<file path="config.mk">
export PLATFORM = sky130hd
export DESIGN_NAME = if_stage_flat
export DESIGN_NICKNAME = d
export VERILOG_FILES = /design/src/rtl/if_pkg.sv /design/src/rtl/if_stage_if.sv /design/src/rtl/if_stage_skid_buf.sv /design/src/rtl/if_stage.sv /design/src/flat_wrapper.sv
export SDC_FILE = /design/constraint.sdc
export NUM_CORES = 1
export LEC_CHECK = 0
export CELL_PAD_IN_SITES_DETAIL_PLACEMENT = 2
export CELL_PAD_IN_SITES_GLOBAL_PLACEMENT = 2
export CORE_MARGIN = 10
export CORE_UTILIZATION = 33
export DETAILED_ROUTE_END_ITERATION = 7
export PLACE_DENSITY_LB_ADDON = 0.3
export SYNTH_ARGS = -nofsm -noshare
export SYNTH_HDL_FRONTEND = slang
export SYNTH_SLANG_ARGS = --single-unit
export TNS_END_PERCENT = 10
</file>
<file path="constraint.sdc">
create_clock -name clk -period 8.15 [get_ports clk]
set_input_delay 1.2225 -clock clk [delete_from_list [all_inputs] [get_ports clk]]
set_output_delay 1.2225 -clock clk [all_outputs]
set_load 0.005 [all_outputs]
</file>
<file path="src/rtl/if_pkg.sv">
`default_nettype none
// +-----------------------------------------------------------------------+
// | Module : if_pkg                                                       |
// | Brief  : Shared types and constants for the instruction-fetch stage.  |
// | Rev    : 1.0  initial release                                         |
// +-----------------------------------------------------------------------+
package if_pkg;

  // addi x0,x0,0: harmless filler whenever the output slot is empty
  localparam logic [31:0] IF_NOP_INSTR = 32'h0000_0013;
  localparam logic [31:0] IF_RESET_PC  = 32'h0000_0000;

  typedef enum logic [0:0] {
    FETCH = 1'b0,
    WAIT  = 1'b1
  } fetch_state_e;

  typedef struct packed {
    logic [31:0] instr;
    logic [31:0] pc;
  } fetch_pkt_t;

  // Instruction addresses are always word aligned; drop the byte offset.
  function automatic logic [31:0] word_align(input logic [31:0] addr);
    return {addr[31:2], 2'b00};
  endfunction

endpackage
`default_nettype wire

</file>
<file path="src/rtl/if_stage_if.sv">
`default_nettype none
// +-----------------------------------------------------------------------+
// | Module : if_stage_if                                                  |
// | Brief  : Instruction-memory req/gnt + rvalid bus.                     |
// |          master = fetch stage, slave = instruction memory.            |
// | Rev    : 1.0  initial release                                         |
// +-----------------------------------------------------------------------+
interface if_stage_if;
  logic        req;
  logic [31:0] addr;
  logic        gnt;
  logic        rvalid;
  logic [31:0] rdata;

  modport master (output req, output addr, input gnt, input rvalid, input rdata);
  modport slave  (input req, input addr, output gnt, output rvalid, output rdata);
endinterface
`default_nettype wire

</file>
<file path="src/rtl/if_stage_skid_buf.sv">
`default_nettype none
// +-----------------------------------------------------------------------+
// | Module : if_skid_buf                                                  |
// | Brief  : One-entry holding buffer for a fetched packet that arrives   |
// |          while the output slot cannot take it. Flush empties it.      |
// | Rev    : 1.0  initial release                                         |
// +-----------------------------------------------------------------------+
module if_skid_buf
  import if_pkg::*;
(
  input  logic       clk,
  input  logic       rst,
  input  logic       flush,
  input  logic       in_valid,
  input  fetch_pkt_t in_pkt,
  output logic       out_valid,
  output fetch_pkt_t out_pkt,
  input  logic       out_ready
);

  logic in_ready;

  // A simultaneous pop frees the entry for the incoming packet.
  assign in_ready = !out_valid || out_ready;

  // Hold one packet; flush wins over load and pop.
  always_ff @(posedge clk or posedge rst) begin
    if (rst) begin
      out_valid <= 1'b0;
      out_pkt   <= '0;
    end else if (flush) begin
      out_valid <= 1'b0;
    end else if (in_valid && in_ready) begin
      out_valid <= 1'b1;
      out_pkt   <= in_pkt;
    end else if (out_ready) begin
      out_valid <= 1'b0;
    end
  end

endmodule
`default_nettype wire

</file>
<file path="src/rtl/if_stage.sv">
`default_nettype none
// +-----------------------------------------------------------------------+
// | Module : if_stage                                                     |
// | Brief  : RV32 instruction-fetch stage. Owns the PC, issues single-    |
// |          outstanding fetches, handles redirects and kills, and feeds  |
// |          the IF/ID register through a registered slot + 1-entry skid. |
// |          Optional: define IF_PERF_CNT_EN to add perf_fetch_cnt and    |
// |          perf_kill_cnt outputs.                                       |
// | Rev    : 1.0  initial release                                         |
// +-----------------------------------------------------------------------+
module if_stage
  import if_pkg::*;
#(
  parameter logic [31:0] RESET_PC  = IF_RESET_PC,
  parameter logic [31:0] NOP_INSTR = IF_NOP_INSTR
) (
  input  logic        clk,
  input  logic        rst,
  input  logic        stall,
  input  logic        redirect,
  input  logic [31:0] redirect_pc,
  if_stage_if.master  imem,
  output logic [31:0] if_instr,
  output logic [31:0] if_pc,
  output logic        if_valid
`ifdef IF_PERF_CNT_EN
  ,
  output logic [31:0] perf_fetch_cnt,
  output logic [31:0] perf_kill_cnt
`endif
);

  fetch_state_e state;
  logic [31:0]  pc;
  logic [31:0]  req_pc;
  logic         kill;

  logic         slot_valid;
  fetch_pkt_t   slot_pkt;
  logic         skid_valid;
  fetch_pkt_t   skid_pkt;

  logic         fire;
  logic         rsp;
  logic         deliver;
  logic         discard;
  logic         consume;
  logic         skid_push;
  logic         skid_pop;
  fetch_pkt_t   rsp_pkt;

  // A new request waits for the skid to drain so at most two packets are held.
  assign imem.req  = !rst && (state == FETCH) && !skid_valid && !redirect;
  assign imem.addr = pc;

  assign fire    = imem.req && imem.gnt;
  assign rsp     = (state == WAIT) && imem.rvalid;
  assign deliver = rsp && !kill && !redirect;
  assign discard = rsp && (kill || redirect);
  assign consume = slot_valid && !stall;
  assign rsp_pkt = '{instr: imem.rdata, pc: req_pc};

  // The skid only takes data the slot cannot; it refills the slot on consume.
  assign skid_push = deliver && slot_valid && (!consume || skid_valid);
  assign skid_pop  = consume && skid_valid;

  if_skid_buf u_skid (
    .clk       (clk),
    .rst       (rst),
    .flush     (redirect),
    .in_valid  (skid_push),
    .in_pkt    (rsp_pkt),
    .out_valid (skid_valid),
    .out_pkt   (skid_pkt),
    .out_ready (skid_pop)
  );

  // PC, request/response FSM and kill tracking; redirect overrides everything.
  always_ff @(posedge clk or posedge rst) begin
    if (rst) begin
      state  <= FETCH;
      pc     <= RESET_PC;
      req_pc <= '0;
      kill   <= 1'b0;
    end else begin
      unique case (state)
        FETCH: begin
          if (fire) begin
            req_pc <= pc;
            pc     <= pc + 32'd4;
            state  <= WAIT;
          end
        end
        WAIT: begin
          if (imem.rvalid) begin
            kill  <= 1'b0;
            state <= FETCH;
          end
        end
        default: state <= FETCH;
      endcase
      if (redirect) begin
        pc <= word_align(redirect_pc);
        // A response still in flight belongs to the old path.
        if ((state == WAIT) && !imem.rvalid) begin
          kill <= 1'b1;
        end
      end
    end
  end

  // Output slot: skid has priority over fresh data to keep program order.
  always_ff @(posedge clk or posedge rst) begin
    if (rst) begin
      slot_valid <= 1'b0;
      slot_pkt   <= '{instr: NOP_INSTR, pc: 32'h0};
    end else if (redirect) begin
      slot_valid <= 1'b0;
    end else if (consume) begin
      if (skid_valid) begin
        slot_valid <= 1'b1;
        slot_pkt   <= skid_pkt;
      end else if (deliver) begin
        slot_valid <= 1'b1;
        slot_pkt   <= rsp_pkt;
      end else begin
        slot_valid <= 1'b0;
      end
    end else if (deliver && !slot_valid) begin
      slot_valid <= 1'b1;
      slot_pkt   <= rsp_pkt;
    end
  end

  assign if_valid = slot_valid;
  assign if_pc    = slot_pkt.pc;
  assign if_instr = slot_valid ? slot_pkt.instr : NOP_INSTR;

`ifdef IF_PERF_CNT_EN
  // Count delivered and discarded responses; both wrap.
  always_ff @(posedge clk or posedge rst) begin
    if (rst) begin
      perf_fetch_cnt <= '0;
      perf_kill_cnt  <= '0;
    end else begin
      if (deliver) perf_fetch_cnt <= perf_fetch_cnt + 32'd1;
      if (discard) perf_kill_cnt  <= perf_kill_cnt + 32'd1;
    end
  end
`endif

endmodule
`default_nettype wire

</file>
<file path="src/flat_wrapper.sv">
// flat-port wrapper written by rule: the top's interface ports become plain ports
module if_stage_flat import if_pkg::*;
#(
  parameter logic [31:0] RESET_PC  = IF_RESET_PC,
  parameter logic [31:0] NOP_INSTR = IF_NOP_INSTR
)
  (clk, rst, stall, redirect, redirect_pc, if_instr, if_pc, if_valid, imem_req, imem_addr, imem_gnt, imem_rvalid, imem_rdata);
  if_stage_if imem_i ();
  input  logic clk;
  input  logic rst;
  input  logic stall;
  input  logic redirect;
  input  logic [31:0] redirect_pc;
  output logic [31:0] if_instr;
  output logic [31:0] if_pc;
  output logic if_valid;
  output wire logic [$bits(imem_i.req)-1:0] imem_req;
  output wire logic [$bits(imem_i.addr)-1:0] imem_addr;
  input wire logic [$bits(imem_i.gnt)-1:0] imem_gnt;
  input wire logic [$bits(imem_i.rvalid)-1:0] imem_rvalid;
  input wire logic [$bits(imem_i.rdata)-1:0] imem_rdata;
  assign imem_req = imem_i.req;
  assign imem_addr = imem_i.addr;
  assign imem_i.gnt = imem_gnt;
  assign imem_i.rvalid = imem_rvalid;
  assign imem_i.rdata = imem_rdata;
  if_stage #(.RESET_PC(RESET_PC), .NOP_INSTR(NOP_INSTR)) u_core (.clk(clk), .rst(rst), .stall(stall), .redirect(redirect), .redirect_pc(redirect_pc), .imem(imem_i), .if_instr(if_instr), .if_pc(if_pc), .if_valid(if_valid));
endmodule
</file>
* After elaboration in Yosys (flattened, before gate mapping)
Index checks and enable logic that the tools add are counted.
** Cells by class
- Reduce and logical (&&, ||, !) cells :: 32
- Multiplexer cells :: 23
- Add/sub/neg operators :: 1
- Bitwise logic cells :: 2
- Eq/ne operators :: 2
** Operator list (count)
- 2-to-1 mux 64 bit :: 4
- 2-to-1 mux 32 bit :: 4
- adder 32 x 3 -> 32 bit (second input constant) :: 1
- logical AND 1 bit :: 14
- 2-to-1 mux 1 bit :: 14
- zero test 1 bit :: 8
- AND reduction 2 bit :: 3
- nonzero test 3 bit :: 2
- nonzero test 2 bit :: 2
- inequality test 3 x 2 -> 1 bit (second input constant) :: 1
- AND reduction 3 bit :: 1
- logical OR 1 bit :: 2
- inequality test 2 bit (second input constant) :: 1
- NOT 1 bit :: 2
- case mux 1 bit (2 select lines) :: 1
** Word-level totals
- Output and inout port bits :: 98
- Word-level logic and storage cells :: 70
- Register bits after elaboration :: 196
- Input bits :: 70

* Longest topological paths before layout
Gate-level depths: netlist of run 1.
- Depth after elaboration :: 8
- Gate-level depth with buffers :: 7
- Mapped depth without buffers :: 6

* By module
From an unflattened synthesis of run 1, not the netlist that was laid out.
** Unflattened totals
- Cells, all modules :: 849
- Area total of the unflattened synthesis :: 9153.8 sq um
** Modules (own cells, without submodules)
- if_stage :: seq. area each 3181.8 sq um, instances 1, area each 6412.4 sq um, cells an instance 708
- if_skid_buf :: seq. area each 1626.6 sq um, instances 1, area each 2741.4 sq um, cells an instance 141

* Least setup slack after synthesis of run 1
OpenSTA, ideal clock, no wires.
- Path type :: input-to-output
- Start point :: input redirect
- End point :: output imem_req
- Required time :: 6928 ps
- Buffers on the path :: 0
- Slack :: 5358 ps
- Data arrival time :: 1570 ps
- Cell stages on the path :: 1
- Cell sequence :: nor4_4
** Between the ends
- Word-level cells in the longest chain between the ends :: 2
** RTL lines
- start: declaration :: RTL line flat_wrapper.sv:12 : input logic redirect;
- zero test 1 bit :: RTL line if_stage.sv:53 : assign imem.req = !rst && (state == FETCH) && !skid_valid && !redirect;
- logical AND 1 bit :: RTL line if_stage.sv:53
- end: declaration :: RTL line flat_wrapper.sv:17 : output wire logic [$bits(imem_i.req)-1:0] imem_req;
No other way between the ends.

* Worst setup path after layout of run 1
- Start point :: input rst
- End point :: output imem_req
** Between the ends
- Word-level cells in the longest chain between the ends :: 4
** RTL lines
- start: declaration :: RTL line flat_wrapper.sv:10 : input logic rst;
- zero test 1 bit (no source line)
- logical AND 1 bit (3 in series) :: RTL line if_stage.sv:53
No other way between the ends.

==> metrics.yaml, run 1 <==
global_route:
  grt_pass1_vias: 7212
  grt_use_total_pct: 15.5
  grt_max_degree: 114
  grt.overflow.total: 0
  grt_pass1_wl_um: 41700
  antenna_found_initial: 0
clock_tree:
  cts.htree.levels: 4
  post_cts_buffers: 0
  cts_buffer_depth: 2
  cts_hold_buf: 0
  numCtsBuffers: 17
  clock-sinks: 188
  cts_tree: "yes"
  cts_resized: 0
  cts_root_buf: "clkbuf_16"
  clk_latency_ns: 0.44
  clk_pin_slew_ns: 0.07
route:
  route.detailed.drc: 0
  drtIter0Drc: 369
  ant_nets: 0
  dr_total_vias: 6478
  routedWlPerCell_um: 19.8
  wirelength_um: 25700
  vias_per_cell: 5.00
  dr.pass1.iters: 4
cells_and_area:
  area_growth_pct: 25.8
  nFillCells: 2702
  nets: 1018
  num_antenna_cells: 0
  multiInputGateArea_um2: 3610
  regArea_um2: 4710
  final_cell_mix: "185 x dfrtp_1, 180 x nand2_1, 160 x clkdlybuf4s50_1"
  drive_gt1_share_pct: 12.5
  final_common_cell: "dfrtp_1"
  postLayoutCellArea_um2: 11100
die:
  die_area_um2: 33600
  pin_count: 168
  core_um2: 26100
  die_width_um: 183
  initial_core_util_pct: 33.7
  die_h_um: 183
  rows: 59
logic_synthesis:
  synth_edf_count: 0
  syn_inst: 840
  synth_seq_cells: 188
  synth.avg_cell_area_um2: 10.5
  synth_cell_types: 53
  synth_ff_type: "dfrtp_1"
  synth_warnings: 0
  netlist_area_um2: 8800
  ys_async_sr_fraction_pct: 100
  seq_area_frac_synth_pct: 53.5
timing:
  min_period_over_period_pct: 50.2
  drv_slew: 0
  clock_skew_ns: 0.0147
  tightest_slew_ns: 1.07
  period_needed_ns: 4.09
  setup_viol_count_final: 0
  max_slew_margin_pct: 28.2
  final.setup.tns_ns: 0
  rsz0062_at_grt: "no"
  timing.fmax_mhz: 244
  hold_viol_final: 0
status:
  outcome: "complete, no violations"
run:
  drv_cap: 0
critical_path:
  cp.arrival_ns: 2.87
  worst_setup_path_end_kind: "output pin"
  critical_path.max_fanout: 7
  crit_type: "in -> out"
  worstRegToRegCells: 6
  start_kind: "primary input"
  crit_required_ns: 6.93
place:
  gp_congestion: 0.760
  place_area_um2: 10400
  dp_hpwl_um: 17200
  port_buffers: 161
worst_hold_path:
  whs_path_depth: 2
  worstHoldPathType: "reg -> reg"
pwr:
  p_per_area_nw_per_um2: 232
  total_leakage_power_nw: 5.34
  p_total_mw: 2.57
  vdd_drop_max_mv: 0.108
cell type report:
cell class | count | share of cell area (%)
sequential | 188 | 42.5
inverter | 8 | 0.339
clock buffer | 17 | 3.84
timing repair buffer | 169 | 15.0
multi-input combinational | 563 | 32.6
clock inverter | 15 | 1.84
tap | 335 | 3.78
cell usage after synthesis (3+ instances only):
master / instances / area [µm²]
dfrtp_1: 185 / 4630
a31oi_1: 3 / 18.8
and2_1: 31 / 194
o21ai_0: 89 / 445
buf_2: 14 / 70.1
buf_4: 34 / 255
nor4_1: 4 / 25.0
nor2_1: 15 / 56.3
or2_2: 3 / 18.8
mux2_1: 4 / 45.0
o211ai_1: 3 / 22.5
mux2i_1: 64 / 641
mux2_2: 58 / 653
nand2b_1: 6 / 37.5
buf_1: 3 / 11.3
inv_1: 8 / 30.0
clkbuf_1: 30 / 113
nor2b_1: 4 / 25.0
a22oi_1: 5 / 37.5
nand2_1: 181 / 679
dfstp_2: 3 / 78.8
and3_1: 5 / 31.3
o311ai_0: 10 / 87.6
xor2_1: 3 / 26.3
a221o_1: 5 / 50.1
nand4_1: 12 / 75.1
a21oi_1: 11 / 55.1
nand3_1: 16 / 80.1
state kept, by name, indices dropped and copies added (netlist names):
signal	flops
u_core.if_valid	1
u_core.state	1
u_core.u_skid.out_pkt	62
u_core.if_pc	30
u_core.req_pc	30
u_core.kill	1
u_core.slot_pkt	32
u_core.imem.addr	30
u_core.u_skid.out_valid	1
routing by layer:
metal,global-route usage (%),part of all wire [%],vias to the layer above,wire (µm)
li1,-,-,3076,-
met1,20.9,48,3256,12300
met2,24.3,46,134,11800
met3,4.43,5.4,12,1390
met4,3.67,0.83,0,212
met5,0,0,-,0
worst max-delay path: stages:
cell and delay (ns):
clkdlybuf4s50_1 0.54, nor4_4 0.49, clkdlybuf4s50_1 0.62
per-stage QoR:
| step | util, % | hold WS [ns] | std cells | setup slack [ns] |
|---|---|---|---|---|
| floorplan | - | 0.442 | 843 | 1.82 |
| global placement | 40.0 | 0.453 | 1263 | 4.05 |
| detailed placement | 40.0 | 0.465 | 1263 | 4.04 |
| CTS | 42.4 | 0.482 | 1295 | 4.04 |
| global route | 42.4 | 0.508 | 1295 | 3.98 |
| finish | 42.4 | 0.474 | 1295 | 4.06 |
path summary, 6_finish.rpt:
| check | start | to | slack [ns] |
|---|---|---|---|
| setup reg to reg | u_core.u_skid.out_valid | u_core.imem.addr[25] | 5.32 |
| hold / removal | u_core.slot_pkt[35] | u_core.slot_pkt[35] | 0.47 |
| min in group asynchronous | rst | u_core.req_pc[6] | 1.42 |
| setup / recovery | rst | imem_req | 4.06 |
| hold reg to reg | u_core.slot_pkt[35] | u_core.slot_pkt[35] | 0.47 |
| max in group asynchronous | rst | u_core.u_skid.out_pkt[10] | 5.19 |
logic make-up after synthesis:
logic type | after synthesis | share of synthesized area, %
AO/OA/AOI/OAI | 132 | 8.73
XOR/XNOR | 5 | 0.498
multiplexers | 126 | 15.2
AND/OR/NAND/NOR | 295 | 16.1
flip-flops | 188 | 53.5
adder cells (fa/ha/maj) | 1 | 0.142
buffers and inverters | 92 | 5.79
other | 1 | 0.0426
power by group:
group | internal [mW] | switching (mW) | leakage (nW)
clock network | 0.472 | 0.411 | 0.307
registers | 1.11 | 0.127 | 2.46
logic | 0.243 | 0.207 | 2.58
Note: power is estimated with default switching activity, not from simulation.
==> run 2: changes to the inputs <==
Clock period 8.15 ns to 4.2 ns, I/O delays scaled along.
==> run 2 against run 1 <==
Compared with the run above: register-to-register slack worse by 3.7 ns; final cell count increased by 0.39%; sequential share of layout area fell by 0.053 points; final area up 0.12%; clock skew down 0.0023 ns; sequential power grew 94%; combinational power up 96%; non-clock buffer count rose by 4; largest cell class unchanged.
==> metrics.yaml, run 2 (same netlist as run 1, synthesis figures left out) <==
route:
  wirelength_um: 25500
  vias_per_cell: 5.02
  ant_nets: 0
  drtIter0Drc: 354
  dr.pass1.iters: 4
  dr_total_vias: 6527
  routedWlPerCell_um: 19.6
  route.detailed.drc: 0
clock_tree:
  cts_resized: 0
  clk_latency_ns: 0.43
  cts_hold_buf: 0
  clk_pin_slew_ns: 0.07
  cts_tree: "yes"
  clock-sinks: 188
  post_cts_buffers: 0
  cts_root_buf: "clkbuf_16"
  cts.htree.levels: 4
  cts_buffer_depth: 2
  numCtsBuffers: 17
cells_and_area:
  top_register: "u_core.u_skid.out_pkt"
  postLayoutCellArea_um2: 11100
  instances_no_fill: 1300
  final_cell_mix: "185 x dfrtp_1, 180 x nand2_1, 160 x clkdlybuf4s50_1"
  reg_top3: "u_core.u_skid.out_pkt (62), u_core.slot_pkt (32)"
  largest_reg_flops: 62
  final_common_cell: "dfrtp_1"
  nets: 1022
  drive_gt1_share_pct: 12.9
  area_growth_pct: 26.0
die:
  initial_core_util_pct: 33.7
  core_um2: 26100
  die_h_um: 183
  rows: 59
  pin_count: 168
  die_area_um2: 33600
  die_width_um: 183
run:
  drv_cap: 0
timing:
  hold_viol_final: 0
  min_period_over_period_pct: 67.0
  holdWs_ns: 0.474
  rsz0062_at_grt: "no"
  max_slew_margin_pct: 33.3
  setup_slack_ns: 1.39
  clock_skew_ns: 0.0125
  timing.fmax_mhz: 355
  final.setup.tns_ns: 0
  period_needed_ns: 2.81
  setup_viol_count_final: 0
  tightest_slew_ns: 1.00
  drv_slew: 0
place:
  port_buffers: 161
  dp_hpwl_um: 17800
  place_area_um2: 10500
  dp.cells: 1267
  gp_congestion: 0.764
  dp_slack_ns: 1.05
global_route:
  grt_use_total_pct: 15.2
  antenna_found_initial: 0
  grt.overflow.total: 0
  grt_pass1_vias: 7216
  grt_max_degree: 95
  grt_pass1_wl_um: 41100
pwr:
  vdd_drop_max_mv: 0.261
  p_per_area_nw_per_um2: 434
  total_leakage_power_nw: 5.34
critical_path:
  start_kind: "primary input"
  crit_required_ns: 3.57
  crit_buf_inv: 2
  slowest_delay_ns: 0.62
  cp.arrival_ns: 2.18
  crit_path_frequent_cell: "clkdlybuf4s50_1"
  crit_family: "buffers and inverters"
  crit_type: "in -> out"
  critical_path.max_fanout: 7
  worst_setup_path_end_kind: "output pin"
  cp_cell_sequence: "clkdlybuf4s50_1 > nor4_4 > clkdlybuf4s50_1"
  slowest_stage: "clkdlybuf4s50_1"
worst_hold_path:
  worstHoldPathType: "reg -> reg"
status:
  outcome: "complete, no violations"
## run 2: changes by cell type in the layout (fill, tap and decap cells not counted), moves of 2 or more
cell	before	now
clkinv_8	3	0
clkinv_2	0	3
bufinv_16	2	0
inv_8	4	2
clkinvlp_4	0	4
buf_12	0	5
## run 2: per-stage QoR
stage / total power [mW] / util (%)
after floorplan: 2.88 / -
after global placement: 3.27 / 40.3
after detailed placement: 3.35 / 40.3
after CTS: 4.91 / 42.4
after global routing: 5.12 / 42.4
final: 4.82 / 42.4
## run 2: where the power goes
group / internal, mW / leakage, nW / switching, mW
Clock: 0.788 / 0.267 / 0.751
Sequential: 2.15 / 2.46 / 0.244
Combinational: 0.477 / 2.62 / 0.406
Total: 3.42 / 5.34 / 1.40
## run 2: area by class of cell
class / instances / area (µm²)
flip-flops and latches: 188 / 4710
multi-input cells: 563 / 3610
inverters: 8 / 33.8
clock buffers: 18 / 439
well taps: 335 / 419
fillers: 2772 / 15000
diodes: 1 / 2.50
repair buffers: 173 / 1760
clock inverters: 14 / 113
## run 2: worst register-to-register path: stages, from the launching register on
cell	delay (ns)
dfrtp_1	0.47
nor4_4	0.58
and2_1	0.70
nand3_1	0.34
o311ai_0	0.41
## run 2: per-layer routing
| layer | vias to the layer above | track usage, % | routed length, µm |
|---|---|---|---|
| li1 | 3088 | - | - |
| met1 | 3285 | 20.4 | 12300 |
| met2 | 143 | 23.7 | 11600 |
| met3 | 11 | 4.07 | 1410 |
| met4 | 0 | 3.44 | 195 |
| met5 | - | 0 | 0 |
## run 2: final timing paths
check / start / endpoint / slack, ns / cells past startpoint
worst max-delay path: rst / imem_req / 1.39 / 3
worst min-delay path: u_core.slot_pkt[47] / u_core.slot_pkt[47] / 0.47 / 2
worst max register to register: u_core.u_skid.out_valid / u_core.imem.addr[25] / 1.60 / 4
worst min register to register: u_core.slot_pkt[47] / u_core.slot_pkt[47] / 0.47 / 2
max in group asynchronous: rst / u_core.req_pc[23] / 2.44 / 3
min in group asynchronous: rst / u_core.if_pc[8] / 0.76 / 2
